File: config.mk
export PLATFORM = sky130hd
export DESIGN_NAME = candidate_best_selector
export DESIGN_NICKNAME = d
export VERILOG_FILES = /design/src/rtl/candidate_best_selector.sv
export SDC_FILE = /design/constraint.sdc
export NUM_CORES = 1
export LEC_CHECK = 0
export ABC_AREA = 1
export BUFFER_PORTS_ARGS = -buffer_cell sky130_fd_sc_hd__buf_4
export CAP_MARGIN = 20
export CORE_MARGIN = 3
export CORE_UTILIZATION = 45
export CTS_CLUSTER_DIAMETER = 50
export DETAILED_ROUTE_END_ITERATION = 12
export PLACE_DENSITY_LB_ADDON = 0.1
export SKIP_CTS_REPAIR_TIMING = 1
export SYNTH_ARGS = -nofsm -noshare
export SYNTH_HDL_FRONTEND = slang
export SYNTH_SLANG_ARGS = --single-unit
export TNS_END_PERCENT = 5
File: constraint.sdc
create_clock -name clk -period 3.7 [get_ports clk]
set_input_delay 0.555 -clock clk [delete_from_list [all_inputs] [get_ports clk]]
set_output_delay 0.555 -clock clk [all_outputs]
set_load 0.005 [all_outputs]
File: src/rtl/candidate_best_selector.sv
// candidate_best_selector: scans candidate bank slots and reports the highest Q-value at or above a threshold.
module candidate_best_selector #(
   parameter int WORD_WIDTH = 16,
   parameter int INDEX_W    = 4,
   parameter int MAX_SLOTS  = 8,
   parameter int SLOT_W     = 3
) (
   input  logic                  clk,
   input  logic                  nrst,
   input  logic                  start,
   input  logic [SLOT_W:0]       cand_count,
   input  logic [WORD_WIDTH-1:0] min_q,
   output logic [INDEX_W-1:0]    index,
   input  logic [WORD_WIDTH-1:0] data_in,
   output logic                  busy,
   output logic                  done,
   output logic                  found,
   output logic [WORD_WIDTH-1:0] best_q,
   output logic [SLOT_W-1:0]     best_slot,
   output logic [INDEX_W-1:0]    best_index
);
   typedef enum logic [1:0] {IDLE, SCAN, DONE} state_t;
   state_t                state_q, state_d;
   logic [SLOT_W-1:0]     slot_q, slot_d;
   logic [SLOT_W:0]       count_q, count_d;
   logic [WORD_WIDTH-1:0] thr_q, thr_d;
   logic [WORD_WIDTH-1:0] best_q_q, best_q_d;
   logic [SLOT_W-1:0]     best_slot_q, best_slot_d;
   logic                  found_q, found_d;
   logic                  accept;
   always_comb begin
      state_d     = state_q;
      slot_d      = slot_q;
      count_d     = count_q;
      thr_d       = thr_q;
      best_q_d    = best_q_q;
      best_slot_d = best_slot_q;
      found_d     = found_q;
      accept      = (data_in >= thr_q) && (!found_q || data_in > best_q_q);
      case (state_q)
         IDLE: if (start) begin
            count_d     = cand_count > (SLOT_W+1)'(MAX_SLOTS) ? (SLOT_W+1)'(MAX_SLOTS) : cand_count;
            thr_d       = min_q;
            found_d     = 1'b0;
            best_q_d    = '0;
            best_slot_d = '0;
            slot_d      = '0;
            state_d     = count_d == '0 ? DONE : SCAN;
         end
         SCAN: begin
            if (accept) begin
               found_d     = 1'b1;
               best_q_d    = data_in;
               best_slot_d = slot_q;
            end
            if ({1'b0, slot_q} == count_q - (SLOT_W+1)'(1)) state_d = DONE;
            else slot_d = slot_q + SLOT_W'(1);
         end
         DONE: begin
            state_d = IDLE;
            slot_d  = '0;
         end
         default: state_d = IDLE;
      endcase
   end
   always_ff @(posedge clk or negedge nrst) begin
      if (!nrst) begin
         state_q     <= IDLE;
         slot_q      <= '0;
         count_q     <= '0;
         thr_q       <= '0;
         best_q_q    <= '0;
         best_slot_q <= '0;
         found_q     <= 1'b0;
      end else begin
         state_q     <= state_d;
         slot_q      <= slot_d;
         count_q     <= count_d;
         thr_q       <= thr_d;
         best_q_q    <= best_q_d;
         best_slot_q <= best_slot_d;
         found_q     <= found_d;
      end
   end
   assign index      = state_q == SCAN ? INDEX_W'({slot_q, 1'b0}) : '0;
   assign busy       = state_q != IDLE;
   assign done       = state_q == DONE;
   assign found      = found_q;
   assign best_q     = best_q_q;
   assign best_slot  = best_slot_q;
   assign best_index = INDEX_W'({best_slot_q, 1'b0});
endmodule

==> key figures, run 1 <==
Global route
  • Largest net degree at the start of global routing: 46
  • Via count of the first global-routing pass: 2343
  • Wire length of the first global-routing pass: 10.8 mm
  • Total global-route track usage: 17.9%
  • Initial antenna violation count: 0
  • Total grt overflow: 0

Clock tree
  • Count of H-tree levels built during CTS: 2
  • Library cell used as clock root buffer: sky130_fd_sc_hd__clkbuf_8
  • Number of buffers between clock root and the deepest sink: 2
  • Num CTS Buffers: 5
  • Clock-pin slew on the worst setup and hold paths: 90 ps
  • Clock sink count: 45
  • Clock network latency to the later pin of the worst-skew pair: 300 ps
  • Clock tree from TritonCTS: built

Floorplanning
  • Number of top-level pins: 69
  • Initial core utilization: 47.9%
  • Std-Cell Rows: 28
  • Die extent in x: 86.8 um
  • Total die area: 0.00754 mm^2
  • Core region area: 0.00613 mm^2
  • Vertical extent of the die: 86.8 um

Timing
  • Time the worst path needs with I/O delays and setup: 2480 ps
  • Clk_skew: 15.5 ps
  • Worst hold-check slack: 247 ps
  • Final hold violations: 0
  • Count of final max-slew check failures: 0
  • Achievable clock frequency: 403 MHz
  • RSZ-0062 raised after global routing: false
  • Number of setup violations in the final report: 0
  • Slew of the pin with the lowest slew margin: 578 ps
  • Max-slew headroom at the worst pin: 61.4%
  • Fin crit share: 67.1%
  • Final-layout setup total negative slack: 0 ps

Synthesis
  • Cell type with the highest aggregate area in the netlist: sky130_fd_sc_hd__dfrtp_1
  • Total standard cell area after synthesis: 0.00294 mm^2
  • Synth Warn #: 0
  • Area share of the largest cell type after synthesis: 38.3%
  • Number of standard cells after synthesis: 375
  • Most area-consuming cells after synthesis: sky130_fd_sc_hd__dfrtp_1, sky130_fd_sc_hd__ha_1, sky130_fd_sc_hd__nand2_1
  • Number of different library cells in the post-synthesis netlist: 33
  • Total of flip-flops plus latches after synthesis: 45
  • Sequential area share after synthesis: 38.3%
  • Mean instance size in the synthesized netlist: 7.84 um^2

Critical path
  • Critical Path Slowest Stage Cell: sky130_fd_sc_hd__clkinv_1
  • Data arrival time of the worst path: 1930 ps
  • Worst-path maximum fanout: 17
  • Destination of the worst register-to-register timing path: best_q[5]
  • Kind of cell with the highest combined delay on the critical path: buffers and inverters
  • Length in cells of the worst reg-to-reg path: 12
  • Element type at the critical path end: output pin
  • Critical Path Start Type: flop
  • Cell Chain, Critical Path: nor2_4, clkinv_1, nor2_1, buf_4
  • Worst-case register-to-register setup slack: 1580 ps
  • Maximum single-stage delay on the critical path: 460 ps
  • WP data required: 3140 ps
  • Bufs and invs on worst path: 2
  • Startpoint of the most critical register-to-register path: thr_q[5]
  • Type of the worst setup path: reg2out

Routing
  • Number of nets still failing antenna checks after routing: 0
  • Wire length reported by the detailed router: 6.32 mm
  • Per-cell routed wire length: 12.3 um
  • Detailed-routing iteration count for the pre-antenna-repair pass: 4
  • Vias per Instance: 4.80
  • Via Count: 2456
  • Drc violations: 0
  • Iteration-0 DRC count of the detailed router: 189

Placed design
  • Gp weighted congestion: 0.790
  • Post-detail-place hpwl: 4.78 mm
  • Count of buffers inserted at the top-level ports: 66
  • Placed inst area: 0.00344 mm^2

Power
  • Static leakage: 1.93 nW
  • Post-layout power: 2.62 mW
  • Peak ir drop on the vdd network: 0.400 mV
  • Power Density: 741 mW/mm^2

Hold path
  • Class of the tightest hold or removal check: in2async

Layout
  • Net count, final: 509
  • Post-route cell area: 0.00354 mm^2
  • Filler cell count: 574
  • Share of layout cells above drive strength 1: 22.9%
  • P&R area growth vs syn: 20.4%
  • Ant. Diodes: 0

Status
  • Status: finished, final reports clean

Flow run
  • Maximum capacitance violations: 0
==> Yosys cell counts, drive strengths merged <==
cell / n
a21o: 1
nor3: 4
nor3b: 1
buf: 10
nor4: 1
a21oi: 14
xor2: 1
nand4: 5
xnor2: 2
clkinv: 1
ha: 34
nand2: 96
nand3: 28
conb: 1
o31ai: 1
clkbuf: 4
dfrtp: 45
o21ai: 28
inv: 64
nor2: 34
==> cell families after synthesis <==
family                     count (synthesis)  share of synthesized area (%)
and+or+nand+nor                          169                           26.8
buffers and inverters                     79                           11.6
adders and majority gates                 34                           14.5
AOI/OAI and AO/OA                         44                           7.79
other                                      1                          0.128
DFF                                       45                           38.3
xor gates and xnor gates                   3                          0.894
==> worst max path at each step <==
| stage | from | to | slack, ps | cells after the start |
|---|---|---|---|---|
| 3_5_place_dp | data_in[5] | best_q[6] | 1270 | 12 |
| 5_1_grt | state_q[0] | index[3] | 990 | 5 |
| 3_3_place_gp | data_in[7] | best_q[5] | 1280 | 12 |
| 4_1_cts | state_q[1] | index[3] | 1180 | 4 |
| 6_report | state_q[1] | index[2] | 1220 | 4 |
| 2_1_floorplan | data_in[11] | best_slot[0] | 1810 | 10 |
==> layout make-up <==
class,instances,area [um^2],area share (%)
inverter,65,244,6.89
clock inverter,2,13.8,0.389
clock buffer,6,82.6,2.33
multi-input combinational,252,1480,41.7
timing repair buffer,67,503,14.2
sequential,45,1130,31.8
tap,75,93.8,2.65
==> stage by stage <==
| step | cells | util [%] | setup WS (ps) |
|---|---|---|---|
| after global routing | 512 | 57.7 | 992 |
| after floorplan | 376 | - | 1810 |
| after global placement | 504 | 56.2 | 1280 |
| after detailed placement | 504 | 56.2 | 1270 |
| after CTS | 512 | 57.7 | 1180 |
| final | 512 | 57.7 | 1220 |
==> cells in the final DEF, fill, tap and decap left out, types with 3 or more instances in the layout <==
cell type / netlist / final
sky130_fd_sc_hd__nand4_1: 5 / 5
sky130_fd_sc_hd__nor2_1: 31 / 31
sky130_fd_sc_hd__buf_4: 7 / 67
sky130_fd_sc_hd__nand2_1: 82 / 82
sky130_fd_sc_hd__inv_1: 62 / 62
sky130_fd_sc_hd__nand3_1: 26 / 26
sky130_fd_sc_hd__ha_1: 34 / 34
sky130_fd_sc_hd__nor3_2: 3 / 3
sky130_fd_sc_hd__nand2_2: 12 / 12
sky130_fd_sc_hd__a21oi_1: 14 / 14
sky130_fd_sc_hd__dfrtp_1: 45 / 45
sky130_fd_sc_hd__o21ai_0: 24 / 24
sky130_fd_sc_hd__clkbuf_8: 0 / 6
sky130_fd_sc_hd__o21ai_1: 3 / 3
==> state kept, by name, indices dropped and copies added (netlist names) <==
register / flops
best_q: 16
best_slot: 3
count_q: 4
found: 1
slot_q: 3
state_q: 2
thr_q: 16
==> power breakdown <==
part	switching [mW]	internal [mW]
Combinational	0.856	0.584
Clock	0.173	0.152
Sequential	0.144	0.713
==> routing by layer <==
| layer | up-vias | routed length [um] | track usage, % |
|---|---|---|---|
| li1 | 1292 | - | - |
| met1 | 1104 | 3030 | 25.6 |
| met2 | 53 | 2910 | 27.9 |
| met3 | 7 | 310 | 2.95 |
| met4 | 0 | 63 | 4.82 |
| met5 | - | 0 | 0 |
Power figures use the tool's default switching activity.
==> inputs of run 2 (changes only) <==
clock period = 2.6 ns   (was 3.7 ns; I/O delays follow)
==> run 2 against run 1 <==
  * Sequential share of layout area shrank 0.31 points
  * Non-clock buffer count grew 2
  * Cell count grew 0.39%
  * Setup slack lost 630 ps
  * Flip-flop and latch count is the same
  * Total power grew 47%
  * Hold slack lost 170 ps
  * Critical path type is now reg2reg
  * Design area grew 0.99%
  * Critical path depth grew 8
==> key figures, run 2 (synthesis results as in run 1) <==
Routing
  • Wire length reported by the detailed router: 6.42 mm (+1.6%)
  • Per-cell routed wire length: 12.5 um (+1.2%)
  • Number of nets still failing antenna checks after routing: 0 (unchanged)
  • Vias per Instance: 4.77 (-0.63%)
  • Drc violations: 0 (unchanged)
  • Iteration-0 DRC count of the detailed router: 103 (-46%)
  • Via Count: 2450 (-0.24%)
  • Detailed-routing iteration count for the pre-antenna-repair pass: 4 (unchanged)

Floorplanning
  • Die extent in x: 86.8 um (unchanged)
  • Total die area: 0.00754 mm^2 (unchanged)
  • Std-Cell Rows: 28 (unchanged)
  • Core region area: 0.00613 mm^2 (unchanged)
  • Vertical extent of the die: 86.8 um (unchanged)
  • Number of top-level pins: 69 (unchanged)
  • Initial core utilization: 47.9% (unchanged)

Critical path
  • Length in cells of the worst reg-to-reg path: 12 (unchanged)
  • Maximum single-stage delay on the critical path: 390 ps (-70 ps)
  • Cell Chain, Critical Path: inv_1, ha_1, a21oi_1, o21ai_0, a21oi_1, nand2_1, nand2_2, nand2_4, nand3_4, nand2_4, nand2_1, nand2_1
  • Worst-case register-to-register setup slack: 590 ps (-990 ps)
  • Element type at the critical path end: flop
  • WP data required: 2790 ps (-350 ps)
  • Data arrival time of the worst path: 2200 ps (+270 ps)
  • Critical Path Slowest Stage Cell: sky130_fd_sc_hd__dfrtp_1
  • Bufs and invs on worst path: 1 (-1)
  • Type of the worst setup path: reg2reg
  • Most numerous cell on the critical path: sky130_fd_sc_hd__nand2_1
  • Kind of cell with the highest combined delay on the critical path: simple AND/OR/NAND/NOR gates
  • Startpoint of the most critical register-to-register path: best_q[15]
  • Worst-path maximum fanout: 16 (-1)
  • Critical Path Start Type: flop
  • Destination of the worst register-to-register timing path: best_q[6]

Power
  • Peak ir drop on the vdd network: 0.636 mV (+59%)
  • Static leakage: 1.94 nW (+0.87%)
  • Power Density: 1080 mW/mm^2 (+46%)

Clock tree
  • Clock sink count: 45 (unchanged)
  • Count of H-tree levels built during CTS: 2 (unchanged)
  • Clock-pin slew on the worst setup and hold paths: 90 ps (about the same)
  • Clock network latency to the later pin of the worst-skew pair: 300 ps (about the same)
  • Number of buffers between clock root and the deepest sink: 2 (unchanged)
  • Library cell used as clock root buffer: sky130_fd_sc_hd__clkbuf_8
  • Clock tree from TritonCTS: built
  • Num CTS Buffers: 5 (unchanged)

Timing
  • Time the worst path needs with I/O delays and setup: 2010 ps
  • Fin crit share: 77.3%
  • Final hold violations: 0 (unchanged)
  • Max-slew headroom at the worst pin: 61.2% (-0.22 points)
  • RSZ-0062 raised after global routing: false
  • Count of final max-slew check failures: 0 (unchanged)
  • Worst hold-check slack: 81.3 ps (-166 ps)
  • Slew of the pin with the lowest slew margin: 582 ps (+3.25 ps)
  • Final-layout setup total negative slack: 0 ps (unchanged)
  • Achievable clock frequency: 497 MHz
  • Number of setup violations in the final report: 0 (unchanged)
  • Clk_skew: 4.63 ps (-10.9 ps)

Global route
  • Total global-route track usage: 18.3% (+0.46 points)
  • Via count of the first global-routing pass: 2435 (+3.9%)
  • Initial antenna violation count: 0 (unchanged)
  • Largest net degree at the start of global routing: 46 (unchanged)
  • Total grt overflow: 0 (unchanged)
  • Wire length of the first global-routing pass: 11.0 mm (+2.1%)

Hold path
  • Class of the tightest hold or removal check: in2async

Layout
  • Most common library cell in the layout ignoring fill and taps: sky130_fd_sc_hd__nand2_1
  • FF/Latch Area: 0.00113 mm^2 (unchanged)
  • Net count, final: 511 (+0.39%)
  • Area occupied by multi-input gates: 0.00148 mm^2 (unchanged)
  • P&R area growth vs syn: 21.6%
  • Filler cell count: 568 (-1.0%)
  • Highest-count cells in the layout ignoring fill and taps: sky130_fd_sc_hd__nand2_1, sky130_fd_sc_hd__buf_4, sky130_fd_sc_hd__inv_1
  • Share of layout cells above drive strength 1: 23.0% (+0.12 points)
  • Ant. Diodes: 0 (unchanged)

Flow run
  • Maximum capacitance violations: 0 (unchanged)

Placed design
  • Post-detail-place hpwl: 4.94 mm (+3.3%)
  • Gp weighted congestion: 0.774 (-2.0%)
  • Count of buffers inserted at the top-level ports: 66 (unchanged)

Status
  • Status: finished, final reports clean
run 2: cell types whose count changed in the layout (fill, tap and decap cells not counted):
cell                        delta
sky130_fd_sc_hd__buf_4         +2
sky130_fd_sc_hd__bufinv_16     +1
sky130_fd_sc_hd__clkinv_4      -1
sky130_fd_sc_hd__clkbuf_1      +1
sky130_fd_sc_hd__clkinv_2      -1
run 2: per-stage QoR:
| step | total power, mW | cell area [um^2] | utilization [%] | cells | setup slack [ps] |
|---|---|---|---|---|---|
| 4_1_cts | 3.91 | 3570 | 58.3 | 514 | 582 |
| 5_1_grt | 4.28 | 3570 | 58.3 | 514 | 360 |
| 3_5_place_dp | 3.34 | 3460 | 56.4 | 506 | 416 |
| 3_3_place_gp | 3.29 | 3460 | 56.4 | 506 | 462 |
| 6_report | 3.86 | 3570 | 58.3 | 514 | 589 |
| 2_1_floorplan | 2.71 | 2940 | - | 376 | 880 |
run 2: worst reg2reg max path, cell delays in order, from the launching register on:
cell and delay [ps]:
sky130_fd_sc_hd__dfrtp_1 390, sky130_fd_sc_hd__inv_1 60, sky130_fd_sc_hd__ha_1 300, sky130_fd_sc_hd__a21oi_1 150, sky130_fd_sc_hd__o21ai_0 110, sky130_fd_sc_hd__a21oi_1 170
sky130_fd_sc_hd__nand2_1 90, sky130_fd_sc_hd__nand2_2 80, sky130_fd_sc_hd__nand2_4 70, sky130_fd_sc_hd__nand3_4 140, sky130_fd_sc_hd__nand2_4 190, sky130_fd_sc_hd__nand2_1 110
sky130_fd_sc_hd__nand2_1 60
run 2: cell type report:
cell class | count | area share [%]
Multi-Input combinational cell | 252 | 41.3
Clock inverter | 1 | 0.840
Timing Repair Buffer | 69 | 14.5
Inverter | 65 | 6.83
Sequential cell | 45 | 31.5
Clock buffer | 7 | 2.42
Tap cell | 75 | 2.63
run 2: worst max path at each step:
stage / startpoint / end / slack (ps) / cells after the start
after global routing: best_q[7] / best_q[2] / 360 / 14
after detailed placement: data_in[5] / best_q[7] / 420 / 12
after global placement: data_in[5] / best_q[7] / 460 / 12
final: best_q[15] / best_q[6] / 590 / 12
after floorplan: data_in[11] / best_slot[0] / 880 / 10
after CTS: best_q[15] / best_q[4] / 580 / 12
run 2: power by group:
group          leakage (nW)  internal, mW  switching, mW
sequential            0.567          1.02          0.207
clock                0.0585         0.314          0.240
combinational          1.32         0.860           1.22
total                  1.94          2.19           1.67
run 2: metal layers:
layer,vias to the layer above,global-route usage (%),wire [um]
met5,-,0,0
met4,0,5.24,63
met3,6,4.28,377
met2,54,30.2,3020
met1,1089,24.0,2960
li1,1301,-,-
